--- src/rtl/mul_pkg.sv ---
// Shared types and helpers for the iterative shift-add multiplier.
package mul_pkg;

    typedef enum logic [1:0] {
        IDLE = 2'd0,
        BUSY = 2'd1,
        DONE = 2'd2
    } mul_state_t;

    // Width of a down-counter that must hold the value `width`.
    function automatic int unsigned mul_cnt_w(input int unsigned width);
        return $clog2(width + 1);
    endfunction

endpackage

--- src/rtl/mul_step.sv ---
// One shift-add iteration: conditional add into the accumulator upper half,
// then a right shift of the {carry, accumulator, multiplier} chain.
module mul_step
    import mul_pkg::*;
#(
    parameter int unsigned WIDTH = 8
) (
    input  logic [2*WIDTH-1:0] acc_i,
    input  logic [WIDTH-1:0]   mplier_i,
    input  logic [WIDTH-1:0]   mcand_i,
    output logic [2*WIDTH-1:0] acc_o,
    output logic [WIDTH-1:0]   mplier_o
);

    logic [WIDTH:0] sum;

    always_comb begin
        sum = {1'b0, acc_i[2*WIDTH-1:WIDTH]};
        if (mplier_i[0]) begin
            sum = sum + {1'b0, mcand_i};
        end
        // The carry lands in the accumulator MSB after the shift.
        acc_o    = {sum, acc_i[WIDTH-1:1]};
        mplier_o = {acc_i[0], mplier_i[WIDTH-1:1]};
    end

endmodule

--- src/rtl/mul_seq.sv ---
// Iterative WIDTH x WIDTH -> 2*WIDTH multiplier with valid/ready handshakes.
// Signed operation is compiled in only when MUL_SIGNED_EN is defined.
module mul_seq
    import mul_pkg::*;
#(
    parameter int unsigned WIDTH = 8
) (
    input  logic                 clk,
    input  logic                 rst,
    input  logic                 in_valid,
    output logic                 in_ready,
    input  logic [WIDTH-1:0]     in_a,
    input  logic [WIDTH-1:0]     in_b,
    input  logic                 in_signed,
    output logic                 out_valid,
    input  logic                 out_ready,
    output logic [2*WIDTH-1:0]   out_product,
    output logic                 out_ovf
);

    localparam int unsigned CNT_W = mul_cnt_w(WIDTH);

    mul_state_t           state_q, state_d;
    logic [2*WIDTH-1:0]   acc_q, acc_d;
    logic [WIDTH-1:0]     mplier_q, mplier_d;
    logic [WIDTH-1:0]     mcand_q, mcand_d;
    logic [CNT_W-1:0]     cnt_q, cnt_d;
    logic [2*WIDTH-1:0]   prod_q, prod_d;
    logic                 ovf_q, ovf_d;
    logic                 out_valid_q, out_valid_d;

    logic [2*WIDTH-1:0]   step_acc;
    logic [WIDTH-1:0]     step_mplier;
    logic [WIDTH-1:0]     mag_a, mag_b;
    logic [2*WIDTH-1:0]   fin_prod;
    logic [WIDTH-1:0]     fin_ext;
    logic                 fin_ovf;

`ifdef MUL_SIGNED_EN
    logic neg_q, neg_d;
    logic smode_q, smode_d;

    // Operand magnitudes; |-2^(WIDTH-1)| still fits WIDTH unsigned bits.
    always_comb begin
        mag_a = (in_signed && in_a[WIDTH-1]) ? -in_a : in_a;
        mag_b = (in_signed && in_b[WIDTH-1]) ? -in_b : in_b;
    end
`else
    logic unused_in_signed;
    assign unused_in_signed = in_signed;

    always_comb begin
        mag_a = in_a;
        mag_b = in_b;
    end
`endif

    mul_step #(.WIDTH(WIDTH)) u_step (
        .acc_i    (acc_q),
        .mplier_i (mplier_q),
        .mcand_i  (mcand_q),
        .acc_o    (step_acc),
        .mplier_o (step_mplier)
    );

    // Final product and overflow, taken from the last iteration's result.
    always_comb begin
        fin_prod = step_acc;
        fin_ext  = '0;
`ifdef MUL_SIGNED_EN
        if (neg_q) begin
            fin_prod = -step_acc;
        end
        if (smode_q) begin
            fin_ext = {WIDTH{fin_prod[WIDTH-1]}};
        end
`endif
        fin_ovf = (fin_prod[2*WIDTH-1:WIDTH] != fin_ext);
    end

    // Next-state, datapath and handshake logic.
    always_comb begin
        state_d     = state_q;
        acc_d       = acc_q;
        mplier_d    = mplier_q;
        mcand_d     = mcand_q;
        cnt_d       = cnt_q;
        prod_d      = prod_q;
        ovf_d       = ovf_q;
        in_ready    = 1'b0;
`ifdef MUL_SIGNED_EN
        neg_d       = neg_q;
        smode_d     = smode_q;
`endif

        case (state_q)
            IDLE: begin
                in_ready = 1'b1;
            end
            BUSY: begin
                acc_d    = step_acc;
                mplier_d = step_mplier;
                cnt_d    = cnt_q - CNT_W'(1);
                if (cnt_q == CNT_W'(1)) begin
                    state_d = DONE;
                    prod_d  = fin_prod;
                    ovf_d   = fin_ovf;
                end
            end
            DONE: begin
                in_ready = out_ready;
                if (out_ready) begin
                    state_d = IDLE;
                end
            end
            default: begin
                state_d = IDLE;
            end
        endcase

        if (in_valid && in_ready) begin
            state_d  = BUSY;
            acc_d    = '0;
            mplier_d = mag_b;
            mcand_d  = mag_a;
            cnt_d    = CNT_W'(WIDTH);
`ifdef MUL_SIGNED_EN
            neg_d    = in_signed & (in_a[WIDTH-1] ^ in_b[WIDTH-1]);
            smode_d  = in_signed;
`endif
        end

        out_valid_d = (state_d == DONE);
    end

    always_ff @(posedge clk) begin
        if (rst) begin
            state_q     <= IDLE;
            acc_q       <= '0;
            mplier_q    <= '0;
            mcand_q     <= '0;
            cnt_q       <= '0;
            prod_q      <= '0;
            ovf_q       <= 1'b0;
            out_valid_q <= 1'b0;
`ifdef MUL_SIGNED_EN
            neg_q       <= 1'b0;
            smode_q     <= 1'b0;
`endif
        end else begin
            state_q     <= state_d;
            acc_q       <= acc_d;
            mplier_q    <= mplier_d;
            mcand_q     <= mcand_d;
            cnt_q       <= cnt_d;
            prod_q      <= prod_d;
            ovf_q       <= ovf_d;
            out_valid_q <= out_valid_d;
`ifdef MUL_SIGNED_EN
            neg_q       <= neg_d;
            smode_q     <= smode_d;
`endif
        end
    end

    assign out_valid   = out_valid_q;
    assign out_product = prod_q;
    assign out_ovf     = ovf_q;

endmodule

--- config.mk ---
export PLATFORM = sky130hd
export DESIGN_NAME = mul_seq
export DESIGN_NICKNAME = d
export VERILOG_FILES = /design/src/rtl/mul_pkg.sv /design/src/rtl/mul_step.sv /design/src/rtl/mul_seq.sv
export SDC_FILE = /design/constraint.sdc
export NUM_CORES = 1
export LEC_CHECK = 0
export CORE_UTILIZATION = 45
export DETAILED_ROUTE_END_ITERATION = 12
export GPL_TIMING_DRIVEN = 0
export HOLD_SLACK_MARGIN = 0.12
export PLACE_DENSITY = 0.74
export SYNTH_ARGS = -nofsm -noshare
export SYNTH_HDL_FRONTEND = slang
export SYNTH_SLANG_ARGS = --single-unit
--- constraint.sdc ---
create_clock -name clk -period 4.9 [get_ports clk]
set_input_delay 0.98 -clock clk [delete_from_list [all_inputs] [get_ports clk]]
set_output_delay 0.98 -clock clk [all_outputs]
set_load 0.02 [all_outputs]
==> results of run 1 <==
worst reg2reg max path: stages, from the launching register on:
cell      delay, ns
dfxtp_1        0.38
ha_1           0.21
inv_1          0.07
fa_1           0.40
nand2b_1       0.20
and3_1         0.19
nor3_2         0.24
nand4_1        0.19
nor4b_2        0.25
nor3_1         0.07
power groups by stage:
stage	logic [mW]	clock network [mW]	registers [mW]
finish	0.158	0.272	0.488
global route	0.175	0.294	0.491
CTS	0.158	0.276	0.488
detailed placement	0.157	0	0.498
global placement	0.154	0	0.498
floorplan	0.106	0	0.497
state kept, by name, summed over array words and instances (netlist names):
name,cells
out_ovf,1
acc_q,16
mplier_q,8
mcand_q,8
out_product,16
state_q,2
cnt_q,4
out_valid,1
cell families after synthesis:
logic type | synth area share
AOI/OAI and AO/OA | 0.214
and+or+nand+nor | 0.223
DFF | 0.428
buffers and inverters | 0.0588
xor gates and xnor gates | 0.0134
adders and majority gates | 0.0554
muxes | 0.00764
cells in the mapped netlist (4+ instances only):
cell      number  area share
dfxtp_1       56        0.43
clkbuf_1       9       0.013
nand2b_1       5       0.012
nand2_1       74        0.11
buf_2          4      0.0076
ha_1          10       0.048
a211oi_1      14       0.040
clkbuf_8       4       0.021
nor2_1        35       0.050
a21oi_1       43       0.082
a22oi_1        6       0.017
inv_1         10       0.014
metal layers:
metal,share of wire,GRT usage
met1,0.46,0.307
met2,0.47,0.347
met3,0.065,0.0407
met4,0.0074,0.0556
met5,0,0
metrics by stage:
stage / hold WS [ns] / util / power [mW] / cells
5_1_grt: 0.481 / 0.569 / 0.960 / 437
2_1_floorplan: 0.437 / - / 0.603 / 320
3_3_place_gp: 0.446 / 0.552 / 0.651 / 429
3_5_place_dp: 0.449 / 0.552 / 0.655 / 429
6_report: 0.461 / 0.569 / 0.918 / 437
4_1_cts: 0.465 / 0.569 / 0.921 / 437
layout make-up:
class | count | area [um^2]
sequential | 56 | 1120
fill | 516 | 2400
clock buffer | 5 | 68.8
multi-input combinational | 235 | 1340
timing repair buffer | 37 | 370
tap | 72 | 90.1
clock inverter | 3 | 25.0
inverter | 10 | 37.5
buffer | 19 | 116
how the worst max path moves through the flow:
stage | startpoint | to | slack [ns] | cells past startpoint
finish | out_ready | in_ready | 1.50 | 4
global route | out_ready | in_ready | 1.43 | 4
CTS | out_ready | in_ready | 1.50 | 4
detailed placement | out_ready | in_ready | 1.51 | 4
global placement | out_ready | in_ready | 1.52 | 4
floorplan | out_ready | in_ready | 2.49 | 2
==> results.json, run 1 <==
{
  "cts_root_buf": "clkbuf_8",
  "dpl_cell_area_um2": 3080,
  "fin_tns_setup_ns": 0,
  "dr.pass1.iters": 5,
  "max_freq_ghz": 0.294,
  "grtUsageTotal": 0.219,
  "wl_per_cell_um": 14.1,
  "layout_commonest_cell": "nand2_1",
  "final_cell_mix": "74 x nand2_1, 56 x dfxtp_1, 43 x a21oi_1",
  "die_h_um": 78.3,
  "synth_edf_count": 0,
  "power_density_nw_per_um2": 289,
  "grt.overflow.total": 0,
  "synth-seq-cells": 56,
  "post_cts.repair.setup_buffers": 0,
  "synth_area_um2": 2620,
  "r2r_slack_ns": 2.56,
  "crit_path_top_delay_cell": "clkdlybuf4s50_1",
  "drv_cap": 0,
  "num_rows": 27,
  "hold_path_depth": 2,
  "reg2regPathDepth": 9,
  "rr_startpoint": "acc_q[8]$_SDFFE_PP0P_",
  "cp_data_arrival_time_ns": 2.42,
  "worstPathMaxFanout": 3,
  "critPathCaptureType": "output port",
  "status": "finished clean",
  "layout_setup_ws_ns": 1.50,
  "clkPwrFrac": 0.296,
  "wirelength_um": 6180,
  "antenna_cells": 0,
  "core_um2": 5570,
  "critical_path.most_common_cell": "clkdlybuf4s50_1",
  "finalNetCount": 396,
  "ir_drop_mv": 0.175,
  "hold_violations": 0,
  "start_util": 0.470,
  "startpoint_type": "input port",
  "clk_path_buf_depth": 2,
  "grt_pass1_wl_um": 10600,
  "io_pins": 40,
  "final_area_um2": 3170,
  "async_reset_ff_frac": 0,
  "fp.dieArea_um2": 6130,
  "drc": 0,
  "cts-resized-gates": 0,
  "synth_cells": 320,
  "path_clk_slew_ns": 0.12,
  "p_switching_uw": 272,
  "h-tree-depth": 2,
  "yosysUniqueCellTypes": 50,
  "max-slew-margin-rel": 0.620,
  "cp_top_family": "buffers and inverters",
  "seq_area_frac_synth": 0.428,
  "cts_tree": "done",
  "worstPathCellList": "clkdlybuf4s50_1, inv_1, a21oi_1, clkdlybuf4s50_1",
  "slew_violations": 0,
  "cts.sinks": 56,
  "cp.buffers_inverters": 3,
  "grt_max_degree": 20,
  "p_sw_frac": 0.296,
  "place_ws_ns": 1.51,
  "ctsHoldBuffers": 0,
  "drt-vias-per-instance": 5.48,
  "rsz0062_at_grt": "false",
  "required_ns": 3.92,
  "dr.first_iter.drc_count": 190,
  "min_to": "out_product[4]$_SDFFE_PP0P_",
  "synth_nets": 352,
  "gp_congestion": 0.844,
  "antenna_found_initial": 0,
  "pwr-share-comb": 0.172,
  "setup_violations": 0,
  "yosysWarningCount": 0,
  "vias": 2395,
  "drive_above_1_share": 0.0658,
  "finClkSkew_ns": 0.0127,
  "synth.avg_cell_area_um2": 8.18,
  "die-width_um": 78.3,
  "area_delta_synth_final_pct": 21.2,
  "fin_crit_sh": 0.695,
  "worst_pin_slew_ns": 0.570,
  "cellLeakagePower_nw": 1.12,
  "grt_pass1_vias": 2236,
  "critPathMaxStageDelay_ns": 0.67,
  "dp_hpwl_um": 4470,
  "cts_made_buffers": 5,
  "p_int_uw": 646,
  "clock_latency_ns": 0.32,
  "crit_type": "input port to output port",
  "min_from": "out_product[4]$_SDFFE_PP0P_",
  "period_needed_ns": 3.40,
  "p_seq_frac": 0.532,
  "worstReg2RegEnd": "out_ovf$_SDFFE_PP0P_",
  "drtAntennaViolNets": 0,
  "synthFlopType": "dfxtp_1",
  "hp-class": "register to register",
  "portBuffers": 37
}
Note: power is estimated with default switching activity, not from simulation.
==> run 2, diff against run 1 <==
Clock period 4.9 ns to 3.6 ns, I/O delays scaled along.
==> results of run 2 <==
The final DEF is identical to that of run 1. Status: finished clean.
Among the figures that moved: setup slack after placement 1.51 ns -> 0.732 ns; setup slack after layout 1.50 ns -> 0.716 ns; register-to-register setup slack 2.56 ns -> 1.26 ns; total power 0.918 mW -> 1.25 mW; worst IR drop on VDD 0.175 mV -> 0.238 mV
